<file path="src/rtl/muldiv_pkg.sv">
// muldiv_pkg: op codes, FSM states and op-class helpers for the multiply/divide engine
package muldiv_pkg;

    localparam logic [2:0] MD_MUL   = 3'd0;
    localparam logic [2:0] MD_MULHU = 3'd1;
    localparam logic [2:0] MD_MULH  = 3'd2;
    localparam logic [2:0] MD_RSV   = 3'd3;
    localparam logic [2:0] MD_DIVU  = 3'd4;
    localparam logic [2:0] MD_REMU  = 3'd5;
    localparam logic [2:0] MD_DIV   = 3'd6;
    localparam logic [2:0] MD_REM   = 3'd7;

    typedef enum logic [1:0] {
        S_IDLE = 2'd0,
        S_RUN  = 2'd1,
        S_FIX  = 2'd2
    } state_t;

    function automatic logic is_div(input logic [2:0] op);
        return op[2];
    endfunction

    function automatic logic is_signed(input logic [2:0] op);
        return op == MD_MULH || op == MD_DIV || op == MD_REM;
    endfunction

    function automatic logic want_high(input logic [2:0] op);
        return op == MD_MULH || op == MD_MULHU;
    endfunction

endpackage

</file>
<file path="src/rtl/muldiv_sign_fix.sv">
// muldiv_sign_fix: turns the unsigned accumulator into the final result, carry and zero flags
module muldiv_sign_fix
    import muldiv_pkg::*;
#(
    parameter int WIDTH = 32
) (
    input  logic [2*WIDTH-1:0] mag,
    input  logic               neg,
    input  logic               dz,
    input  logic [2:0]         op,
    output logic [WIDTH-1:0]   result,
    output logic               carry,
    output logic               zero
);

    logic [2*WIDTH-1:0] p;
    logic [WIDTH-1:0]   sel;
    logic [WIDTH-1:0]   dq;

    // Products negate across the full double width; divides negate only the selected half.
    always_comb begin
        p      = neg ? -mag : mag;
        sel    = op[0] ? mag[2*WIDTH-1:WIDTH] : mag[WIDTH-1:0];
        dq     = neg ? -sel : sel;
        result = op == MD_RSV ? '0 : is_div(op) ? dq : want_high(op) ? p[2*WIDTH-1:WIDTH] : p[WIDTH-1:0];
        carry  = is_div(op) ? dz : op == MD_MUL && |p[2*WIDTH-1:WIDTH];
        zero   = result == '0;
    end

endmodule

</file>
<file path="src/rtl/muldiv_unit.sv">
// muldiv_unit: radix-2 iterative multiply/divide engine with start/busy/done handshake
module muldiv_unit
    import muldiv_pkg::*;
#(
    parameter int WIDTH = 32,
    localparam int CNT_W = $clog2(WIDTH + 1)
) (
    input  logic             clk,
    input  logic             rst_n,
    input  logic             start,
    input  logic [2:0]       op,
    input  logic [WIDTH-1:0] data0,
    input  logic [WIDTH-1:0] data1,
    input  logic             kill,
    output logic             busy,
    output logic             done,
    output logic [WIDTH-1:0] result,
    output logic             carry,
    output logic             zero
);

    state_t             state;
    logic [CNT_W-1:0]   cnt;
    logic [2:0]         op_r;
    logic [WIDTH-1:0]   a_r;
    logic [WIDTH-1:0]   b_r;
    logic [2*WIDTH-1:0] acc;
    logic               neg_r;
    logic               dz_r;

    logic               sa, sb, dz_in, neg_in;
    logic [WIDTH-1:0]   a_mag, b_mag;
    logic [WIDTH:0]     mul_sum, div_r, div_d;
    logic               borrow;
    logic [2*WIDTH-1:0] acc_next;
    logic [WIDTH-1:0]   fix_result;
    logic               fix_carry, fix_zero;

    // A divide-by-zero quotient stays all ones, so its sign is never applied.
    always_comb begin
        sa       = is_signed(op) & data0[WIDTH-1];
        sb       = is_signed(op) & data1[WIDTH-1];
        a_mag    = sa ? -data0 : data0;
        b_mag    = sb ? -data1 : data1;
        dz_in    = data1 == '0;
        neg_in   = op == MD_MULH ? sa ^ sb : op == MD_DIV ? (sa ^ sb) & ~dz_in : op == MD_REM ? sa : 1'b0;
        mul_sum  = {1'b0, acc[2*WIDTH-1:WIDTH]} + (b_r[0] ? {1'b0, a_r} : '0);
        div_r    = {acc[2*WIDTH-1:WIDTH], a_r[WIDTH-1]};
        div_d    = div_r - {1'b0, b_r};
        borrow   = div_r < {1'b0, b_r};
        acc_next = is_div(op_r) ? {borrow ? div_r[WIDTH-1:0] : div_d[WIDTH-1:0], acc[WIDTH-2:0], ~borrow}
                                : {mul_sum, acc[WIDTH-1:1]};
    end

    muldiv_sign_fix #(.WIDTH(WIDTH)) u_fix (
        .mag    (acc),
        .neg    (neg_r),
        .dz     (dz_r),
        .op     (op_r),
        .result (fix_result),
        .carry  (fix_carry),
        .zero   (fix_zero)
    );

    assign busy = state != S_IDLE;

    always_ff @(posedge clk or negedge rst_n) begin
        if (!rst_n) begin
            state  <= S_IDLE;
            cnt    <= '0;
            op_r   <= '0;
            a_r    <= '0;
            b_r    <= '0;
            acc    <= '0;
            neg_r  <= 1'b0;
            dz_r   <= 1'b0;
            done   <= 1'b0;
            result <= '0;
            carry  <= 1'b0;
            zero   <= 1'b0;
        end else begin
            done <= 1'b0;
            if (state != S_IDLE && kill) begin
                state <= S_IDLE;
            end else if (state == S_IDLE) begin
                if (start) begin
                    op_r  <= op;
                    a_r   <= a_mag;
                    b_r   <= b_mag;
                    acc   <= '0;
                    neg_r <= neg_in;
                    dz_r  <= dz_in;
                    cnt   <= CNT_W'(WIDTH);
                    state <= S_RUN;
                end
            end else if (state == S_RUN) begin
                acc <= acc_next;
                if (is_div(op_r)) a_r <= a_r << 1;
                else b_r <= b_r >> 1;
                cnt <= cnt - CNT_W'(1);
                if (cnt == CNT_W'(1)) state <= S_FIX;
            end else begin
                result <= fix_result;
                carry  <= fix_carry;
                zero   <= fix_zero;
                done   <= 1'b1;
                state  <= S_IDLE;
            end
        end
    end

endmodule

</file>
<file path="config.mk">
export PLATFORM = sky130hd
export DESIGN_NAME = muldiv_unit
export DESIGN_NICKNAME = d
export VERILOG_FILES = /design/src/rtl/muldiv_pkg.sv /design/src/rtl/muldiv_sign_fix.sv /design/src/rtl/muldiv_unit.sv
export SDC_FILE = /design/constraint.sdc
export NUM_CORES = 1
export LEC_CHECK = 0
export ABC_AREA = 1
export CORE_ASPECT_RATIO = 1.1
export CORE_MARGIN = 10
export CORE_UTILIZATION = 56
export CTS_CLUSTER_SIZE = 10
export DETAILED_ROUTE_END_ITERATION = 16
export GPL_TIMING_DRIVEN = 0
export PLACE_DENSITY = 0.85
export SETUP_SLACK_MARGIN = 0.4
export SYNTH_ARGS = -nofsm -noshare
export SYNTH_HDL_FRONTEND = slang
export SYNTH_SLANG_ARGS = --single-unit
</file>
<file path="constraint.sdc">
create_clock -name clk -period 2.8 [get_ports clk]
set_clock_uncertainty 0.1 [all_clocks]
set_input_delay 0.56 -clock clk [delete_from_list [all_inputs] [get_ports clk]]
set_output_delay 0.56 -clock clk [all_outputs]
set_load 0.02 [all_outputs]
</file>
==> results.md, run 1 <==
* Distinct cells, synth at 52
* Stage reached: global routing (5_1_grt)
* Largest net degree at the start of global routing at 116
* Synth cell count leaders: 969 x nand2_1, 369 x nor2_1, 300 x inv_1, 300 x o21ai_0, 204 x nand3_1
* Post-synth EDFFs at 0
* Pre-CTS setup slack at -1.002 ns
* CTS Sinks at 176
* Post-synth top area share at 0.2423
* Die width at 191.8 um
* Clock buffer depth at 2
* Total congestion overflow at 367
* Synthesized cell area at 18,180 um2
* Die Y at 209.0 um
* CTS Root Cell: clkbuf_16
* Final HPWL DP at 66.21 mm
* Post-GRT worst EP: acc[54]$_DFFE_PN0P_/D
* Input/output buffers at 106
* Seq/Total Area, Yosys at 0.2423
* Status: stopped before the end
* Flops & latches, synth at 176
* WEP type: register data pin
* GP Congestion at 1.200
* H-tree level count at 4
* Mapped Cells at 3,066
* Stop err: [ERROR GRT-0232] Routing congestion too high. Check the congestion heatmap in the GUI.
* Most used DFF post-synth: dfrtp_1
* Top cells by area, synth: dfrtp_1 24%, nand2_1 20%, o21ai_0 8.3%
* Initial Utilization at 0.5644
* FP Rows at 69
* Cts bufs inserted at 17
* Top-count cell post-synth: nand2_1
* Post-synth top area cell: dfrtp_1
* Asr flop ratio synth at 1.000
* GRT Total Usage at 0.7030
* Cell total after placement at 3,599
* Syn Area/Cell at 5.928 um2
* Placed Area at 19,920 um2
* Post-Syn Nets at 3,210
* IO Pins at 107
* Yosys warnings at 0
per-layer routing:
| metal | global-route usage | GRT overflow |
|---|---|---|
| met2 | 0.8634 | 205 |
| met4 | 0.6991 | 145 |
| met3 | 0.5553 | 12 |
| met1 | 0.6966 | 3 |
| met5 | 0.2369 | 2 |
what timing repair did:
action | 4_1_cts
pin swaps | 145
setup endpoints to repair | 169
hold buffers | 1
resized for setup | 710
endpoints found under the hold margin | 61
buffers inserted | 170
metrics by stage:
step / TNS, ns / hold WS [ns]
3_5_place_dp: -76.29 / 0.3662
3_3_place_gp: -1119.99 / 0.3651
4_1_cts: -0.01470 / 0.3351
2_1_floorplan: 0 / 0.1644
logic make-up after synthesis:
| group | after synthesis | share of synthesized area |
|---|---|---|
| AND/OR/NAND/NOR | 1674 | 0.3790 |
| adder cells (fa/ha/maj) | 73 | 0.05108 |
| flip-flops | 176 | 0.2423 |
| XOR/XNOR | 91 | 0.04385 |
| buffers and inverters | 418 | 0.09183 |
| AO/OA/AOI/OAI | 634 | 0.1920 |
==> run 2: changes to the inputs <==
--- a/config.mk
+++ b/config.mk
@@ -6,14 +6,11 @@
 export NUM_CORES = 1
 export LEC_CHECK = 0
 export ABC_AREA = 1
-export CORE_ASPECT_RATIO = 1.1
 export CORE_MARGIN = 10
-export CORE_UTILIZATION = 56
-export CTS_CLUSTER_SIZE = 10
+export CORE_UTILIZATION = 40
 export DETAILED_ROUTE_END_ITERATION = 16
 export GPL_TIMING_DRIVEN = 0
-export PLACE_DENSITY = 0.85
-export SETUP_SLACK_MARGIN = 0.4
+export PLACE_DENSITY_LB_ADDON = 0.15
 export SYNTH_ARGS = -nofsm -noshare
 export SYNTH_HDL_FRONTEND = slang
 export SYNTH_SLANG_ARGS = --single-unit
==> constraint.sdc (replaced) <==
create_clock -name clk -period 3.65 [get_ports clk]
set_clock_uncertainty 0.1 [all_clocks]
set_input_delay 0.73 -clock clk [delete_from_list [all_inputs] [get_ports clk]]
set_output_delay 0.73 -clock clk [all_outputs]
set_load 0.02 [all_outputs]
==> run 2 against run 1 <==
The run now ends clean. Area after synthesis unchanged. Synthesized cell count is the same.
==> results.md, run 2 <==
* GP Congestion at 1.058
* Post-synth top area share at 0.2423
* Tmin final at 3.632 ns
* Top-count cell post-synth: nand2_1
* Final-report max-slew violation count at 0
* Post-synth EDFFs at 0
* Placed Area at 20,020 um2
* First DRT Iteration DRCs at 2,035
* Initial antenna violation count at 1
* Synth cell count leaders: 969 x nand2_1, 369 x nor2_1, 300 x inv_1, 300 x o21ai_0, 204 x nand3_1
* CP cell instances: ha_1 > nand2_1 > nor2_1 > inv_1 > nor2_1 > inv_1 > nor2_1 > nand3b_1 > nand3_1 > buf_4 > buf_6 > nand2_1 > o211ai_1 > nand3_1 > nand2_1
* Worst min path class: input pin to async pin
* CP Capture Type: flip-flop
* Multi-input gate area at 12,120 um2
* Worst IR Drop VDD at 402.2 uV
* Setup CP Type: flip-flop to flip-flop
* Post-synth top area cell: dfrtp_1
* Worst-path fanout max at 10
* Final period utilization at 0.9951
* Syn Area/Cell at 5.928 um2
* Critical Path AT at 3.97 ns
* Post-DRT Antenna Nets at 0
* Vias at 21,810
* IO Pins at 107
* CTS Root Cell: clkbuf_16
* H-tree level count at 4
* RSZ-0062 raised after global routing: no
* Global-route wire length before repair at 132.3 mm
* Worst-Margin Slew at 0.9777 ns
* Area Growth Syn to Fin at 13.97%
* CTS Sinks at 176
* Delay-heaviest family, CP: simple AND/OR/NAND/NOR gates
* CTS tree: built
* Layout cells sized above 1 at 0.04432
* Die width at 233.2 um
* Post-Syn Nets at 3,210
* Status: finished clean
* Final HPWL DP at 73.32 mm
* Flops & latches, synth at 176
* Top reg by flops: acc
* Crit path buffers/inverters at 4
* Nets at 3,336
* Cts bufs inserted at 17
* Commonest cells after routing, fill and taps aside: 968 x nand2_1, 367 x nor2_1, 300 x inv_1
* Worst skew pair latency at 0.52 ns
* Distinct cells, synth at 52
* # setup viols final at 0
* Max reg flops at 64
* Critical path data required time at 3.99 ns
* Drt drc at 0
* Input/output buffers at 106
* Synthesized cell area at 18,180 um2
* FP Rows at 78
* CP max-delay cell: dfrtp_1
* Top cells by area, synth: dfrtp_1 24%, nand2_1 20%, o21ai_0 8.3%
* Die Y at 233.2 um
* Final Hold Vio Count at 0
* Lkg Pwr at 10.25 nW
* Mean number of vias per cell at 5.731
* Startpoint types: flip-flop
* Yosys warnings at 0
* Total congestion overflow at 0
* Final instance area at 20,710 um2
* DRT Wirelength at 91.00 mm
* GRT Total Usage at 0.3283
* Final non-filler cell total at 3,806
* Clock buffer depth at 2
* Total die area at 54,370 um2
* Max incr delay on CP at 0.64 ns
* Most used DFF post-synth: dfrtp_1
* Initial Utilization at 0.4023
* DRT Pass-1 Iters at 8
* Cell total after placement at 3,773
* Seq/Total Area, Yosys at 0.2423
* Wire per inst at 23.91 um
* Fmax at 0.2753 GHz
* Largest net degree at the start of global routing at 101
* P per Cell Area at 963.5 nW/um2
* Total power draw at 19.96 mW
* FILL cells at 4,941
* Maxcap violations at 0
* Register Area at 4420 um2
* Commonest non-fill, non-tap cell in the layout: nand2_1
* Mapped Cells at 3,066
* Core area at 45,190 um2
* Asr flop ratio synth at 1.000
* Vias in the first global route at 20,900
* Post-layout util at 0.4584
* Clk slew on worst S/H paths at 0.09 ns
* Worst rel slew slack at 0.3482
## run 2: layout make-up
class / count / share of cell area
Multi-Input combinational cell: 2472 / 0.5852
Clock inverter: 14 / 0.01087
Inverter: 309 / 0.05623
Buffer: 109 / 0.02446
Clock buffer: 17 / 0.02054
Timing Repair Buffer: 107 / 0.05279
Tap cell: 600 / 0.03624
Sequential cell: 176 / 0.2134
Antenna cell: 2 / 0.0002416
## run 2: cells by family after synthesis
group                    Yosys count  synth area share
flip-flops                       176            0.2423
adder cells (fa/ha/maj)           73           0.05108
AO/OA/AOI/OAI                    634            0.1920
buffers and inverters            418           0.09183
XOR/XNOR                          91           0.04385
AND/OR/NAND/NOR                 1674            0.3790
## run 2: metrics by stage
stage	setup TNS, ns	hold WS, ns	setup slack (ns)
5_1_grt	0	0.1601	0.01092
4_1_cts	0	0.1208	0.02221
3_3_place_gp	-1073.90	0.3671	-6.061
2_1_floorplan	0	0.3344	0.8597
3_5_place_dp	-15.17	0.3655	-0.4111
6_report	0	0.1127	0.01800
## run 2: what timing repair did
action,CTS,global route
hold buffers,0,0
setup endpoints to repair,8,20
hold endpoints to repair,0,0
buffers inserted,0,0
gates resized for setup,7,17
## run 2: power by group
| group | leakage [nW] | internal (mW) | switching [mW] |
|---|---|---|---|
| logic | 7.75 | 4.13 | 9.98 |
| registers | 2.20 | 2.65 | 1.05 |
| clock network | 0.310 | 1.17 | 0.983 |
## run 2: final timing paths
path                                        start                     end  slack, ns  cells after the start
max                           acc[52]$_DFFE_PN0P_     acc[57]$_DFFE_PN0P_       0.02                     15
max in group asynchronous                   rst_n     acc[49]$_DFFE_PN0P_       2.22                      2
min reg2reg                result[29]$_DFFE_PN0P_  result[29]$_DFFE_PN0P_       0.38                      2
min in group clk           result[29]$_DFFE_PN0P_  result[29]$_DFFE_PN0P_       0.38                      2
max reg2reg                   acc[52]$_DFFE_PN0P_     acc[57]$_DFFE_PN0P_       0.02                     15
min                                         rst_n     acc[21]$_DFFE_PN0P_       0.11                      1
## run 2: worst reg2reg max path, stage by stage (launching register included)
cell and delay [ns]:
dfrtp_1 0.64, ha_1 0.53, nand2_1 0.14, nor2_1 0.21
inv_1 0.06, nor2_1 0.14, inv_1 0.07, nor2_1 0.14
nand3b_1 0.09, nand3_1 0.23, buf_4 0.26, buf_6 0.17
nand2_1 0.06, o211ai_1 0.44, nand3_1 0.19, nand2_1 0.09
## run 2: layer usage
metal | share of wire | global-route usage | wire length [um]
met5 | 0 | 0 | 0
met4 | 0.085 | 0.2601 | 7751
met3 | 0.061 | 0.04222 | 5567
met2 | 0.46 | 0.5420 | 42100
met1 | 0.39 | 0.3799 | 35580
(Power assumes the default switching activity.)
==> run 3: changes to the inputs <==
--- a/config.mk
+++ b/config.mk
@@ -8,6 +8,7 @@
 export ABC_AREA = 1
 export CORE_MARGIN = 10
 export CORE_UTILIZATION = 40
+export CTS_CLUSTER_SIZE = 20
 export DETAILED_ROUTE_END_ITERATION = 16
 export GPL_TIMING_DRIVEN = 0
 export PLACE_DENSITY_LB_ADDON = 0.15
==> results of run 3 <==
Final layout, timing and power as in run 2 (identical DEF).
